===== src/rtl/muldiv_issue_ctrl_pkg.sv =====
// Shared definitions for the RV32M multiply/divide issue controller:
// funct3 encodings, unit op-select base, FSM state and debug view.
package muldiv_issue_ctrl_pkg;

  localparam logic [2:0] F3_MUL    = 3'b000;
  localparam logic [2:0] F3_MULH   = 3'b001;
  localparam logic [2:0] F3_MULHSU = 3'b010;
  localparam logic [2:0] F3_MULHU  = 3'b011;
  localparam logic [2:0] F3_DIV    = 3'b100;
  localparam logic [2:0] F3_DIVU   = 3'b101;
  localparam logic [2:0] F3_REM    = 3'b110;
  localparam logic [2:0] F3_REMU   = 3'b111;

  localparam logic [4:0] MD_OP_BASE = 5'b10000;

  typedef enum logic [1:0] {
    ST_IDLE  = 2'd0,
    ST_ISSUE = 2'd1,
    ST_WAIT  = 2'd2,
    ST_WB    = 2'd3
  } state_t;

  typedef struct packed {
    state_t state;
    logic   kill;
    logic   unit_busy;
  } dbg_t;

  function automatic logic [4:0] md_op_sel_of(input logic [2:0] funct3);
    return MD_OP_BASE | {2'b00, funct3};
  endfunction

endpackage


===== src/rtl/muldiv_issue_ctrl_if.sv =====
// Issue-port, mul/div-unit and CDB signals of the issue controller.
// Handshakes: req accepted when req_valid & req_ready; CDB transfer when cdb_valid & cdb_ready.
interface muldiv_issue_ctrl_if #(
  parameter int NUM_REQ = 2,
  parameter int TAG_W   = 5
);
  logic [NUM_REQ-1:0]       req_valid;
  logic [NUM_REQ*3-1:0]     req_funct3;
  logic [NUM_REQ*32-1:0]    req_a;
  logic [NUM_REQ*32-1:0]    req_b;
  logic [NUM_REQ*TAG_W-1:0] req_tag;
  logic [NUM_REQ-1:0]       req_ready;

  logic        md_op_valid;
  logic [4:0]  md_op_sel;
  logic [31:0] md_rs1;
  logic [31:0] md_rs2;
  logic        md_busy;
  logic        md_done;
  logic [31:0] md_result;

  logic             cdb_valid;
  logic [TAG_W-1:0] cdb_tag;
  logic [31:0]      cdb_data;
  logic             cdb_ready;

  // master is the controller; slave is the reservation stations, unit and CDB.
  modport master (
    input  req_valid, req_funct3, req_a, req_b, req_tag,
    output req_ready,
    output md_op_valid, md_op_sel, md_rs1, md_rs2,
    input  md_busy, md_done, md_result,
    output cdb_valid, cdb_tag, cdb_data,
    input  cdb_ready
  );

  modport slave (
    output req_valid, req_funct3, req_a, req_b, req_tag,
    input  req_ready,
    input  md_op_valid, md_op_sel, md_rs1, md_rs2,
    output md_busy, md_done, md_result,
    input  cdb_valid, cdb_tag, cdb_data,
    output cdb_ready
  );
endinterface


===== src/rtl/muldiv_issue_ctrl_rr_arbiter.sv =====
// Round-robin arbiter: first asserted request at or above ptr, wrapping,
// reported as a one-hot grant plus its encoded index.
module rr_arbiter #(
  parameter int N     = 2,
  parameter int PTR_W = 1
) (
  input  logic [N-1:0]     req,
  input  logic [PTR_W-1:0] ptr,
  output logic [N-1:0]     grant,
  output logic [PTR_W-1:0] idx,
  output logic             found
);

  always_comb begin
    int j;
    logic [PTR_W-1:0] jj;
    j     = 0;
    jj    = '0;
    grant = '0;
    idx   = '0;
    found = 1'b0;
    for (int i = 0; i < N; i++) begin
      j  = (int'(ptr) + i) % N;
      jj = PTR_W'(j);
      if (!found && req[jj]) begin
        found     = 1'b1;
        grant[jj] = 1'b1;
        idx       = jj;
      end
    end
  end

endmodule


===== src/rtl/muldiv_issue_ctrl.sv =====
// Issue controller for the shared RV32M mul/div unit: round-robin grant,
// one op in flight, result buffered for the CDB, squash on flush.
module muldiv_issue_ctrl
  import muldiv_issue_ctrl_pkg::*;
#(
  parameter int NUM_REQ = 2,
  parameter int TAG_W   = 5,
  parameter int TIMEOUT = 64
) (
  input  logic                  clk,
  input  logic                  rst_n,
  muldiv_issue_ctrl_if.master   bus,
  input  logic                  flush,
  output logic                  ctrl_busy,
  output logic                  err_timeout,
  output dbg_t                  dbg
);

  localparam int PTR_W = (NUM_REQ > 1) ? $clog2(NUM_REQ) : 1;
  localparam int CNT_W = $clog2(TIMEOUT + 1);

  state_t               state;
  logic [PTR_W-1:0]     rr_ptr;
  logic                 kill;
  logic [CNT_W-1:0]     wait_cnt;
  logic [TAG_W-1:0]     tag_q;
  logic                 cdb_valid_q;

  logic [NUM_REQ-1:0]   grant;
  logic [PTR_W-1:0]     grant_idx;
  logic                 grant_found;
  logic                 take;
  logic [PTR_W-1:0]     ptr_next;

  logic [2:0]           sel_funct3;
  logic [31:0]          sel_a;
  logic [31:0]          sel_b;
  logic [TAG_W-1:0]     sel_tag;

  rr_arbiter #(
    .N     (NUM_REQ),
    .PTR_W (PTR_W)
  ) u_rr_arbiter (
    .req   (bus.req_valid),
    .ptr   (rr_ptr),
    .grant (grant),
    .idx   (grant_idx),
    .found (grant_found)
  );

  assign take     = (state == ST_IDLE) && !flush && grant_found;
  assign ptr_next = (grant_idx == PTR_W'(NUM_REQ - 1)) ? '0 : grant_idx + 1'b1;

  always_comb begin
    sel_funct3 = '0;
    sel_a      = '0;
    sel_b      = '0;
    sel_tag    = '0;
    for (int i = 0; i < NUM_REQ; i++) begin
      if (grant[i]) begin
        sel_funct3 = bus.req_funct3[i*3 +: 3];
        sel_a      = bus.req_a[i*32 +: 32];
        sel_b      = bus.req_b[i*32 +: 32];
        sel_tag    = bus.req_tag[i*TAG_W +: TAG_W];
      end
    end
  end

  // Grant and CDB valid are combinational so a flush masks them in the same cycle.
  assign bus.req_ready = (take && rst_n) ? grant : '0;
  assign bus.cdb_valid = cdb_valid_q && !flush;
  assign ctrl_busy     = (state != ST_IDLE);

  assign dbg.state     = state;
  assign dbg.kill      = kill;
  assign dbg.unit_busy = bus.md_busy;

  always_ff @(posedge clk or negedge rst_n) begin
    if (!rst_n) begin
      state           <= ST_IDLE;
      rr_ptr          <= '0;
      kill            <= 1'b0;
      wait_cnt        <= '0;
      tag_q           <= '0;
      cdb_valid_q     <= 1'b0;
      err_timeout     <= 1'b0;
      bus.md_op_valid <= 1'b0;
      bus.md_op_sel   <= '0;
      bus.md_rs1      <= '0;
      bus.md_rs2      <= '0;
      bus.cdb_tag     <= '0;
      bus.cdb_data    <= '0;
    end else begin
      bus.md_op_valid <= 1'b0;
      case (state)
        ST_IDLE: begin
          if (take) begin
            bus.md_op_sel   <= md_op_sel_of(sel_funct3);
            bus.md_rs1      <= sel_a;
            bus.md_rs2      <= sel_b;
            tag_q           <= sel_tag;
            rr_ptr          <= ptr_next;
            bus.md_op_valid <= 1'b1;
            state           <= ST_ISSUE;
          end
        end
        ST_ISSUE: begin
          wait_cnt <= '0;
          if (flush) kill <= 1'b1;
          state <= ST_WAIT;
        end
        ST_WAIT: begin
          if (wait_cnt != CNT_W'(TIMEOUT)) wait_cnt <= wait_cnt + 1'b1;
          if (wait_cnt == CNT_W'(TIMEOUT)) err_timeout <= 1'b1;
          // The unit cannot be aborted: a squashed op still runs to md_done.
          if (bus.md_done) begin
            if (kill || flush) begin
              kill  <= 1'b0;
              state <= ST_IDLE;
            end else begin
              bus.cdb_data <= bus.md_result;
              bus.cdb_tag  <= tag_q;
              cdb_valid_q  <= 1'b1;
              state        <= ST_WB;
            end
          end else if (flush) begin
            kill <= 1'b1;
          end
        end
        ST_WB: begin
          if (flush || bus.cdb_ready) begin
            cdb_valid_q <= 1'b0;
            state       <= ST_IDLE;
          end
        end
        default: state <= ST_IDLE;
      endcase
    end
  end

endmodule


===== src/flat_wrapper.sv =====
// flat-port wrapper written by rule: the top's interface ports become plain ports
module muldiv_issue_ctrl_flat import muldiv_issue_ctrl_pkg::*;
#(
  parameter int NUM_REQ = 2,
  parameter int TAG_W   = 5,
  parameter int TIMEOUT = 64
)
  (clk, rst_n, flush, ctrl_busy, err_timeout, dbg, bus_req_valid, bus_req_funct3, bus_req_a, bus_req_b, bus_req_tag, bus_req_ready, bus_md_op_valid, bus_md_op_sel, bus_md_rs1, bus_md_rs2, bus_md_busy, bus_md_done, bus_md_result, bus_cdb_valid, bus_cdb_tag, bus_cdb_data, bus_cdb_ready);
  muldiv_issue_ctrl_if #(.NUM_REQ(NUM_REQ), .TAG_W(TAG_W)) bus_i ();
  input  logic clk;
  input  logic rst_n;
  input  logic flush;
  output logic ctrl_busy;
  output logic err_timeout;
  output dbg_t dbg;
  input wire logic [$bits(bus_i.req_valid)-1:0] bus_req_valid;
  input wire logic [$bits(bus_i.req_funct3)-1:0] bus_req_funct3;
  input wire logic [$bits(bus_i.req_a)-1:0] bus_req_a;
  input wire logic [$bits(bus_i.req_b)-1:0] bus_req_b;
  input wire logic [$bits(bus_i.req_tag)-1:0] bus_req_tag;
  output wire logic [$bits(bus_i.req_ready)-1:0] bus_req_ready;
  output wire logic [$bits(bus_i.md_op_valid)-1:0] bus_md_op_valid;
  output wire logic [$bits(bus_i.md_op_sel)-1:0] bus_md_op_sel;
  output wire logic [$bits(bus_i.md_rs1)-1:0] bus_md_rs1;
  output wire logic [$bits(bus_i.md_rs2)-1:0] bus_md_rs2;
  input wire logic [$bits(bus_i.md_busy)-1:0] bus_md_busy;
  input wire logic [$bits(bus_i.md_done)-1:0] bus_md_done;
  input wire logic [$bits(bus_i.md_result)-1:0] bus_md_result;
  output wire logic [$bits(bus_i.cdb_valid)-1:0] bus_cdb_valid;
  output wire logic [$bits(bus_i.cdb_tag)-1:0] bus_cdb_tag;
  output wire logic [$bits(bus_i.cdb_data)-1:0] bus_cdb_data;
  input wire logic [$bits(bus_i.cdb_ready)-1:0] bus_cdb_ready;
  assign bus_i.req_valid = bus_req_valid;
  assign bus_i.req_funct3 = bus_req_funct3;
  assign bus_i.req_a = bus_req_a;
  assign bus_i.req_b = bus_req_b;
  assign bus_i.req_tag = bus_req_tag;
  assign bus_req_ready = bus_i.req_ready;
  assign bus_md_op_valid = bus_i.md_op_valid;
  assign bus_md_op_sel = bus_i.md_op_sel;
  assign bus_md_rs1 = bus_i.md_rs1;
  assign bus_md_rs2 = bus_i.md_rs2;
  assign bus_i.md_busy = bus_md_busy;
  assign bus_i.md_done = bus_md_done;
  assign bus_i.md_result = bus_md_result;
  assign bus_cdb_valid = bus_i.cdb_valid;
  assign bus_cdb_tag = bus_i.cdb_tag;
  assign bus_cdb_data = bus_i.cdb_data;
  assign bus_i.cdb_ready = bus_cdb_ready;
  muldiv_issue_ctrl #(.NUM_REQ(NUM_REQ), .TAG_W(TAG_W), .TIMEOUT(TIMEOUT)) u_core (.clk(clk), .rst_n(rst_n), .bus(bus_i), .flush(flush), .ctrl_busy(ctrl_busy), .err_timeout(err_timeout), .dbg(dbg));
endmodule

===== config.mk =====
export PLATFORM = sky130hd
export DESIGN_NAME = muldiv_issue_ctrl_flat
export DESIGN_NICKNAME = d
export VERILOG_FILES = /design/src/rtl/muldiv_issue_ctrl_pkg.sv /design/src/rtl/muldiv_issue_ctrl_if.sv /design/src/rtl/muldiv_issue_ctrl_rr_arbiter.sv /design/src/rtl/muldiv_issue_ctrl.sv /design/src/flat_wrapper.sv
export SDC_FILE = /design/constraint.sdc
export NUM_CORES = 1
export LEC_CHECK = 0
export BUFFER_PORTS_ARGS = -buffer_cell sky130_fd_sc_hd__buf_2
export CAP_MARGIN = 40
export CORE_UTILIZATION = 40
export CTS_CLUSTER_DIAMETER = 40
export DETAILED_ROUTE_END_ITERATION = 8
export PLACE_DENSITY = 0.75
export SLEW_MARGIN = 10
export SYNTH_ARGS = -nofsm -noshare
export SYNTH_HDL_FRONTEND = slang
export SYNTH_SLANG_ARGS = --single-unit
export TNS_END_PERCENT = 1

===== constraint.sdc =====
create_clock -name clk -period 1.85 [get_ports clk]
set_clock_uncertainty 0.2 [all_clocks]
set_input_delay 0.185 -clock clk [delete_from_list [all_inputs] [get_ports clk]]
set_output_delay 0.185 -clock clk [all_outputs]
set_load 0.1 [all_outputs]

Yosys cells after proc, flatten, opt, wreduce, memory -nomap -nowiden

Cells that the tools add are included.

Add/sub/neg operators: 3
Multiply operators: 0
Divide/modulo/power cells: 0
$lt $le $gt $ge: 4
Eq/ne operators: 11
Shift operators: 0
Multiplexer cells: 41
Bitwise logic cells: 2
Reductions and logical operators: 22

Operators by type and width:

| cell                                                                    | count |
|---|---|
| 32-bit two-way mux                                                      | 4 |
| 1-bit two-way mux                                                       | 19 |
| 2-bit two-way mux                                                       | 7 |
| 7-bit case mux with 2 select lines                                      | 1 |
| 5-bit two-way mux                                                       | 2 |
| 2-bit case mux with 4 select lines                                      | 1 |
| 2-bit AND reduction                                                     | 4 |
| 7-bit by 1-bit adder with 7-bit output, second input constant           | 1 |
| 7-bit == test, second input constant                                    | 1 |
| 1-bit logical AND                                                       | 7 |
| 7-bit two-way mux                                                       | 1 |
| 7-bit inequality test, second input constant                            | 1 |
| 3-bit two-way mux                                                       | 2 |
| 2-bit by 1-bit inequality test with 1-bit output, second input constant | 3 |
| 3-bit AND reduction                                                     | 2 |
| 2-bit nonzero test                                                      | 3 |
| 2-bit == test, second input constant                                    | 2 |
| 1-bit by 2-bit < comparator with 1-bit output, second input constant    | 2 |
| 2-bit inequality test, second input constant                            | 2 |
| 1-bit case mux with 2 select lines                                      | 2 |
| 4-bit AND reduction                                                     | 1 |
| 3-bit by 2-bit inequality test with 1-bit output, second input constant | 1 |
| 1-bit adder, second input constant                                      | 2 |
| 1-bit demux with 1-bit select                                           | 2 |
| 7 further kinds                                                         | 10 |

Register bits: 124
Latch bits: 0
RAM bits: 0
ROM bits: 0
Input bits: 184
Output and inout port bits: 116
Logic and storage cells: 96
Memories: 0

Depth between registers and ports, before layout

Gate-level depths: netlist (run 1).

Depth in word-level cells: 9
Mapped depth: 8
Gate-level depth less buffers: 6

Hierarchy

Synthesis (run 1) repeated with hierarchy kept, for this count alone.

Cells, all modules: 499
Area total of the unflattened synthesis: 5401.4 um^2

Modules (own cells, without submodules):

| module            | times used | cells an instance | area each (um^2) | seq. area each (um^2) |
|---|---|---|---|---|
| muldiv_issue_ctrl | 1          | 494               | 5368.9           | 3103.0 |
| rr_arbiter        | 1          | 5                 | 32.5             | 0.0 |

Least setup slack after synthesis (run 1)

Ideal clock, no wire load.

Path kind: register -> output
Start: register u_core.state[0]
End: output port bus_req_ready[0]
Data arrival time: 3.023 ns
Required time: 1.465 ns
Setup slack: -1.558 ns
Cell stages (with the launch flop): 7
Buffers on the path: 1
Cell sequence: dfrtp_1 -> inv_1 -> ha_1 -> inv_1 -> nor3_2 -> clkbuf_1 -> and3_1

Cells in the longest elaborated chain, start to end: 5

RTL lines:

| item                           | line                     | source |
|---|---|---|
| start: declaration             | muldiv_issue_ctrl.sv:22  | `state_t state;` |
| start signal: assignment       | muldiv_issue_ctrl.sv:80  | `state <= ST_IDLE;` |
| start signal: assignment       | muldiv_issue_ctrl.sv:104 | `state <= ST_ISSUE;` |
| start signal: assignment       | muldiv_issue_ctrl.sv:110 | `state <= ST_WAIT;` |
| 2-bit logical NOT              | muldiv_issue_ctrl.sv:51  | `assign take = (state == ST_IDLE) && !flush && grant_found;` |
| 1-bit logical AND (2 in a row) | muldiv_issue_ctrl.sv:51  |  |
| 1-bit logical AND              | muldiv_issue_ctrl.sv:70  | `assign bus.req_ready = (take && rst_n) ? grant : '0;` |
| 2-bit two-way mux              | muldiv_issue_ctrl.sv:70  |  |
| end: declaration               | flat_wrapper.sv:21       | `output wire logic [$bits(bus_i.req_ready)-1:0] bus_req_ready;` |

No other way between the ends.

Worst setup path after layout (run 1)

Start: register u_core.state[1]
End: output port bus_req_ready[0]

The elaborated chain is that of the path after synthesis.

==> impl_metrics.tcl, run 1 <==
set metrics [dict create \
    status "finished with violations" \
    violations "setup timing" \
    hpwl_um 10900 \
    crit_family "flip-flops" \
    fp.coreArea_um2 13300 \
    maxCapViolCount 0 \
    cp_common_cell "buf_12" \
    finalSetupViolations 111 \
    worst_setup_path_end_kind "output pin" \
    fin_area_um2 9960 \
    wl_um 23000 \
    grt_pass1_vias 6599 \
    avgRoutedWirePerCell_um 19.6 \
    drive_above_1_share 0.407 \
    start_util 0.412 \
    clock_sinks 124 \
    place_area_um2 7350 \
    grt_pass1_wl_um 35000 \
    vias 6338 \
    hold_viol 0 \
    routed_via_density 5.42 \
    drc 0 \
    max_stage_delay_ps 490 \
    arrival_ps 1950 \
    max-clock-path-buffers 2 \
    synth.avg_cell_area_um2 11.1 \
    cts_root_buf "clkbuf_16" \
    r2r_start "u_core.state[0]" \
    r2r_cells 5 \
    worst_slack_ps -483 \
    whs_ps 57.8 \
    num_rows 42 \
    grt_overflow 0 \
    worstSetupPathType "reg -> out" \
    fp.dieH_um 119 \
    cts_inserted_buffers 17 \
    fin_nets 1172 \
    synth_nets 682 \
    crit_buf_inv 4 \
    htreeDepth 4 \
    drt-initial-drc-count 583 \
    first_pass_iters 7 \
    cts_tree "yes" \
    critPathSlowestCell "dfrtp_4" \
    synth_ff_type "dfrtp_1" \
    synth-seq-area-share 0.567 \
    clkTransAtPathRegs_ps 50 \
    cp.depth 7 \
    cp_cell_sequence "inv_4 -> ha_4 -> clkinvlp_4 -> nor3_4 -> buf_12 -> and3_4 -> buf_12" \
    finalNonFillerCells 1169 \
    synth_seq_cells 124 \
    fin_crit_sh 1.26 \
    drtAntennaViolNets 0 \
    io_pins 300 \
    drv_slew 0 \
    cp.required_ps 1460 \
    dieArea_um2 14200 \
    startpoint_type "register" \
    synth_edf_count 0 \
    slew-limit-headroom 0.563 \
    critical_path.startpoint "u_core.state[1]" \
    timing.fmax_mhz 429 \
    antenna_found_initial 1 \
    holdPathStages 4 \
    fin_crit_ps 2330 \
    area_delta_synth_final_pct 82.1 \
    worstMarginPinSlew_ps 655 \
    synth-warning-count 0 \
    async_flop_share 1.00 \
    min_from "flush" \
    dp_cells 951 \
    grt_setup_unrepaired "yes" \
    gr-usage-all-layers 0.328 \
    grt_max_degree 125 \
    numPortBuffers 296 \
    hp-class "in -> reg" \
    fp.dieW_um 119 \
    path_max_fanout 3 \
    syn-cell-area_um2 5470 \
    synth.distinct_cells 38 \
    clkLatencyLatePin_ps 410 \
    syn_inst 491 \
    place.gp.congestion 0.799 \
]
-- flip-flops by register name (all words and copies together) (netlist names), named ones only --
register / flops
u_core.kill: 1
u_core.bus.md_rs2: 32
u_core.err_timeout: 1
u_core.wait_cnt: 7
u_core.bus.md_op_valid: 1
u_core.bus.md_rs1: 32
u_core.tag_q: 5
u_core.bus.cdb_tag: 5
u_core.bus.md_op_sel: 4
u_core.cdb_valid_q: 1
u_core.bus.cdb_data: 32
u_core.state: 2
-- cell type report --
type / count / area [µm²]
well taps: 176 / 220
clock inverters: 6 / 133
multi-input cells: 319 / 2220
inverters: 7 / 35.0
fillers: 787 / 3330
clock buffers: 23 / 508
repair buffers: 512 / 3730
flip-flops and latches: 124 / 3110
diodes: 2 / 5.00
-- cells in the final DEF (no fill, tap or decap), drive strengths merged, types with 3 or more instances in the layout --
master and count:
clkbuf 23, a22oi 72, inv 6, a21o 4, ha 7, bufinv 4, buf 331, dfrtp 124
nand3 4, dlygate4sd3 181, a21oi 78, xnor2 4, nand2 3, o21ai 4, nor2 78, mux2 37
and3 6
-- metrics by stage --
stage | util | worst slack (ps) | setup TNS (ps)
5_1_grt | 0.749 | -578 | -33530
3_3_place_gp | 0.553 | -155 | -7550
3_5_place_dp | 0.553 | -222 | -13100
6_report | 0.749 | -483 | -22480
4_1_cts | 0.747 | -475 | -19930
2_1_floorplan | - | -778 | -63490
-- metal layers --
layer	vias up	wire length, µm	GRT usage
met2	479	11500	0.569
met5	-	0	0
met1	2961	7770	0.333
met3	160	2040	0.101
li1	2738	-	-
met4	0	1600	0.237
-- synthesized netlist by cell type (4+ instances only) --
cell,count,share of area
buf_2,22,0.020
xnor2_1,4,0.0064
and3_1,5,0.0057
ha_1,7,0.016
a21oi_1,78,0.071
mux2_1,18,0.037
a21o_1,4,0.0055
clkbuf_1,10,0.0069
nand3_1,4,0.0037
a22oi_1,72,0.099
mux2_4,19,0.052
dfrtp_1,124,0.57
inv_1,7,0.0048
nor2_1,77,0.053
-- worst reg2reg max path, delay by kind of cell (launching register included) --
kind	cells	cell delay [ps]
DFF	1	480
and+or+nand+nor	1	600
muxes	1	460
buffers and inverters	2	190
adders and majority gates	1	130
-- worst paths after layout --
kind | end | slack (ps)
worst max-delay path | bus_req_ready[0] | -480
worst max register to register | u_core.bus.cdb_tag[3] | -330
worst min register to register | u_core.err_timeout | 260
min in group asynchronous | u_core.bus.md_rs1[14] | 320
worst min-delay path | u_core.kill | 60
max in group asynchronous | u_core.state[1] | 640
-- kinds of logic (layout without fill, tap and decap cells) --
kind of cell | count (synthesis) | in the layout | synth area share
buf+inv | 48 | 548 | 0.0441
fa+ha+maj | 7 | 7 | 0.0160
mux | 38 | 38 | 0.0910
other cells | 1 | 3 | 0.000685
compound gates | 167 | 167 | 0.192
flops | 124 | 124 | 0.567
xor+xnor | 4 | 4 | 0.00640
simple gates | 102 | 102 | 0.0823
-- repair_timing --
action                     in CTS  in global routing
setup buffers                   6                  0
gates resized for setup        17                 10
hold buffers                  181                  0
hold endpoints to repair      231                  0
setup endpoints to repair     104                117
pin swaps                       1                  0
Power of run 1 is not shown: default switching activity piles up to over one toggle a cycle in this logic, so the estimate is an artifact.
==> run 2: changes to the inputs <==
--- a/config.mk
+++ b/config.mk
@@ -7,10 +7,12 @@
 export LEC_CHECK = 0
 export BUFFER_PORTS_ARGS = -buffer_cell sky130_fd_sc_hd__buf_2
 export CAP_MARGIN = 40
+export CORE_MARGIN = 2
 export CORE_UTILIZATION = 40
 export CTS_CLUSTER_DIAMETER = 40
 export DETAILED_ROUTE_END_ITERATION = 8
 export PLACE_DENSITY = 0.75
+export SETUP_SLACK_MARGIN = 0.3
 export SLEW_MARGIN = 10
 export SYNTH_ARGS = -nofsm -noshare
 export SYNTH_HDL_FRONTEND = slang
==> run 2 against run 1 <==
Net effect: the flow still finishes with violations (setup timing); critical path depth unchanged; final cell count shrank 0.34%; global-route usage decreased by 2.4 points; non-clock buffer count decreased by 6; register-to-register slack about the same; fmax is 0.59% lower; count of clock-buffer cells in the layout shrank 2; die area rose by 3.4%; cell area is 2.7% higher; sequential share of layout area down 0.81 points.
==> impl_metrics.tcl, run 2 (synthesized netlist as in run 1, its figures left out) <==
set metrics [dict create \
    status "finished with violations" \
    violations "setup timing" \
    fp.dieH_um 121 \
    grt_overflow 0 \
    crit_family "flip-flops" \
    clkTransAtPathRegs_ps 60 \
    hpwl_um 11300 \
    fin_area_um2 10200 \
    top_layer_used "met4" \
    min_from "bus_md_done" \
    wl_met1_um 7980 \
    routed_via_density 5.36 \
    fp.dieW_um 121 \
    holdPathStages 4 \
    first_pass_iters 6 \
    grt_max_degree 73 \
    fp.coreArea_um2 13300 \
    crit_buf_inv 4 \
    fin_nets 1166 \
    finalSetupViolations 113 \
    clkLatencyLatePin_ps 410 \
    drv_slew 0 \
    place_area_um2 7340 \
    critPathSlowestCell "dfrtp_4" \
    hold_end "u_core.state[1]" \
    hp-class "in -> reg" \
    hold_viol 0 \
    htreeDepth 4 \
    place_ws_ps -209 \
    cp_common_cell "buf_12" \
    dieArea_um2 14600 \
    worstMarginPinSlew_ps 655 \
    dp_cells 947 \
    slew-limit-headroom 0.563 \
    finalNonFillerCells 1165 \
    r2r_cells 5 \
    cp.required_ps 1460 \
    antenna_found_initial 1 \
    rr_endpoint "u_core.bus.cdb_data[1]" \
    numPortBuffers 296 \
    num_rows 42 \
    cts_inserted_buffers 17 \
    maxCapViolCount 0 \
    io_pins 300 \
    route.met2.wl_um 11300 \
    clock_sinks 124 \
    wl_um 22800 \
    place.gp.congestion 0.786 \
    max_stage_delay_ps 490 \
    drc 0 \
    drt-initial-drc-count 536 \
    drtAntennaViolNets 0 \
    fin_crit_ps 2350 \
    fin_crit_sh 1.27 \
    timing.fmax_mhz 426 \
    area_delta_synth_final_pct 86.9 \
    startpoint_type "register" \
    path_max_fanout 2 \
    worst_setup_path_end_kind "output pin" \
    grt_pass1_vias 6556 \
    arrival_ps 1960 \
    top_regs "u_core.bus.cdb_data x32, u_core.bus.md_rs1 x32, u_core.bus.md_rs2 x32" \
    start_util 0.412 \
    gr-usage-all-layers 0.304 \
    worst_slack_ps -497 \
    cts_root_buf "clkbuf_16" \
    avgRoutedWirePerCell_um 19.6 \
    r2r_start "u_core.state[0]" \
    grt_setup_unrepaired "yes" \
    drive_above_1_share 0.403 \
    vias 6240 \
    cts_tree "yes" \
    max-clock-path-buffers 2 \
    grt_pass1_wl_um 33800 \
    final_cell_mix "dlygate4sd3_1 (181), buf_2 (181), buf_4 (124), dfrtp_1 (122), a21oi_1 (77)" \
    dr_wl_met3_um 2150 \
    worst-r2r-setup-slack_ps -340 \
    worstSetupPathType "reg -> out" \
    tns_ps -25160 \
    cp_cell_sequence "inv_4 -> ha_4 -> clkinvlp_4 -> nor3_4 -> buf_12 -> and3_4 -> buf_12" \
]
## run 2: stage by stage
stage	utilization	hold WS [ps]
2_1_floorplan	-	-311
3_3_place_gp	0.552	-158
3_5_place_dp	0.552	-159
4_1_cts	0.765	27.5
5_1_grt	0.769	82.2
6_report	0.769	52.0
## run 2: layout make-up
type	instances	area (µm²)
repair buffers	506	4000
fillers	745	3070
clock buffers	21	470
well taps	176	220
diodes	1	2.50
clock inverters	11	165
multi-input cells	319	2220
inverters	7	35.0
flip-flops and latches	124	3110
## run 2: worst max path at each step
stage	from	endpoint	slack, ps	depth (start not counted)
floorplan	u_core.state[1]	bus_req_ready[0]	-780	6
global placement	u_core.state[0]	u_core.bus.cdb_tag[4]	-150	4
detailed placement	u_core.state[0]	u_core.bus.cdb_data[5]	-210	4
CTS	u_core.state[0]	bus_req_ready[1]	-510	7
global route	u_core.state[0]	bus_req_ready[0]	-560	7
finish	u_core.state[1]	bus_req_ready[1]	-500	7
## run 2: routing by layer
layer,GRT usage,up-vias
met3,0.0996,134
met4,0.213,0
li1,-,2729
met1,0.319,2966
met2,0.512,411
met5,0,-
## run 2: worst min-delay path, delay by kind of cell
kind            cells  cell delay [ps]
buf+inv             1              110
compound gates      2              210
simple gates        1              120
## run 2: repair_timing
action / CTS / global route
gates resized for setup: 131 / 15
pin swaps: 2 / 1
hold endpoints to repair: 231 / 0
setup buffers: 4 / 0
hold buffers: 181 / 0
setup endpoints to repair: 235 / 130
Power of run 2 is left out for the same reason.
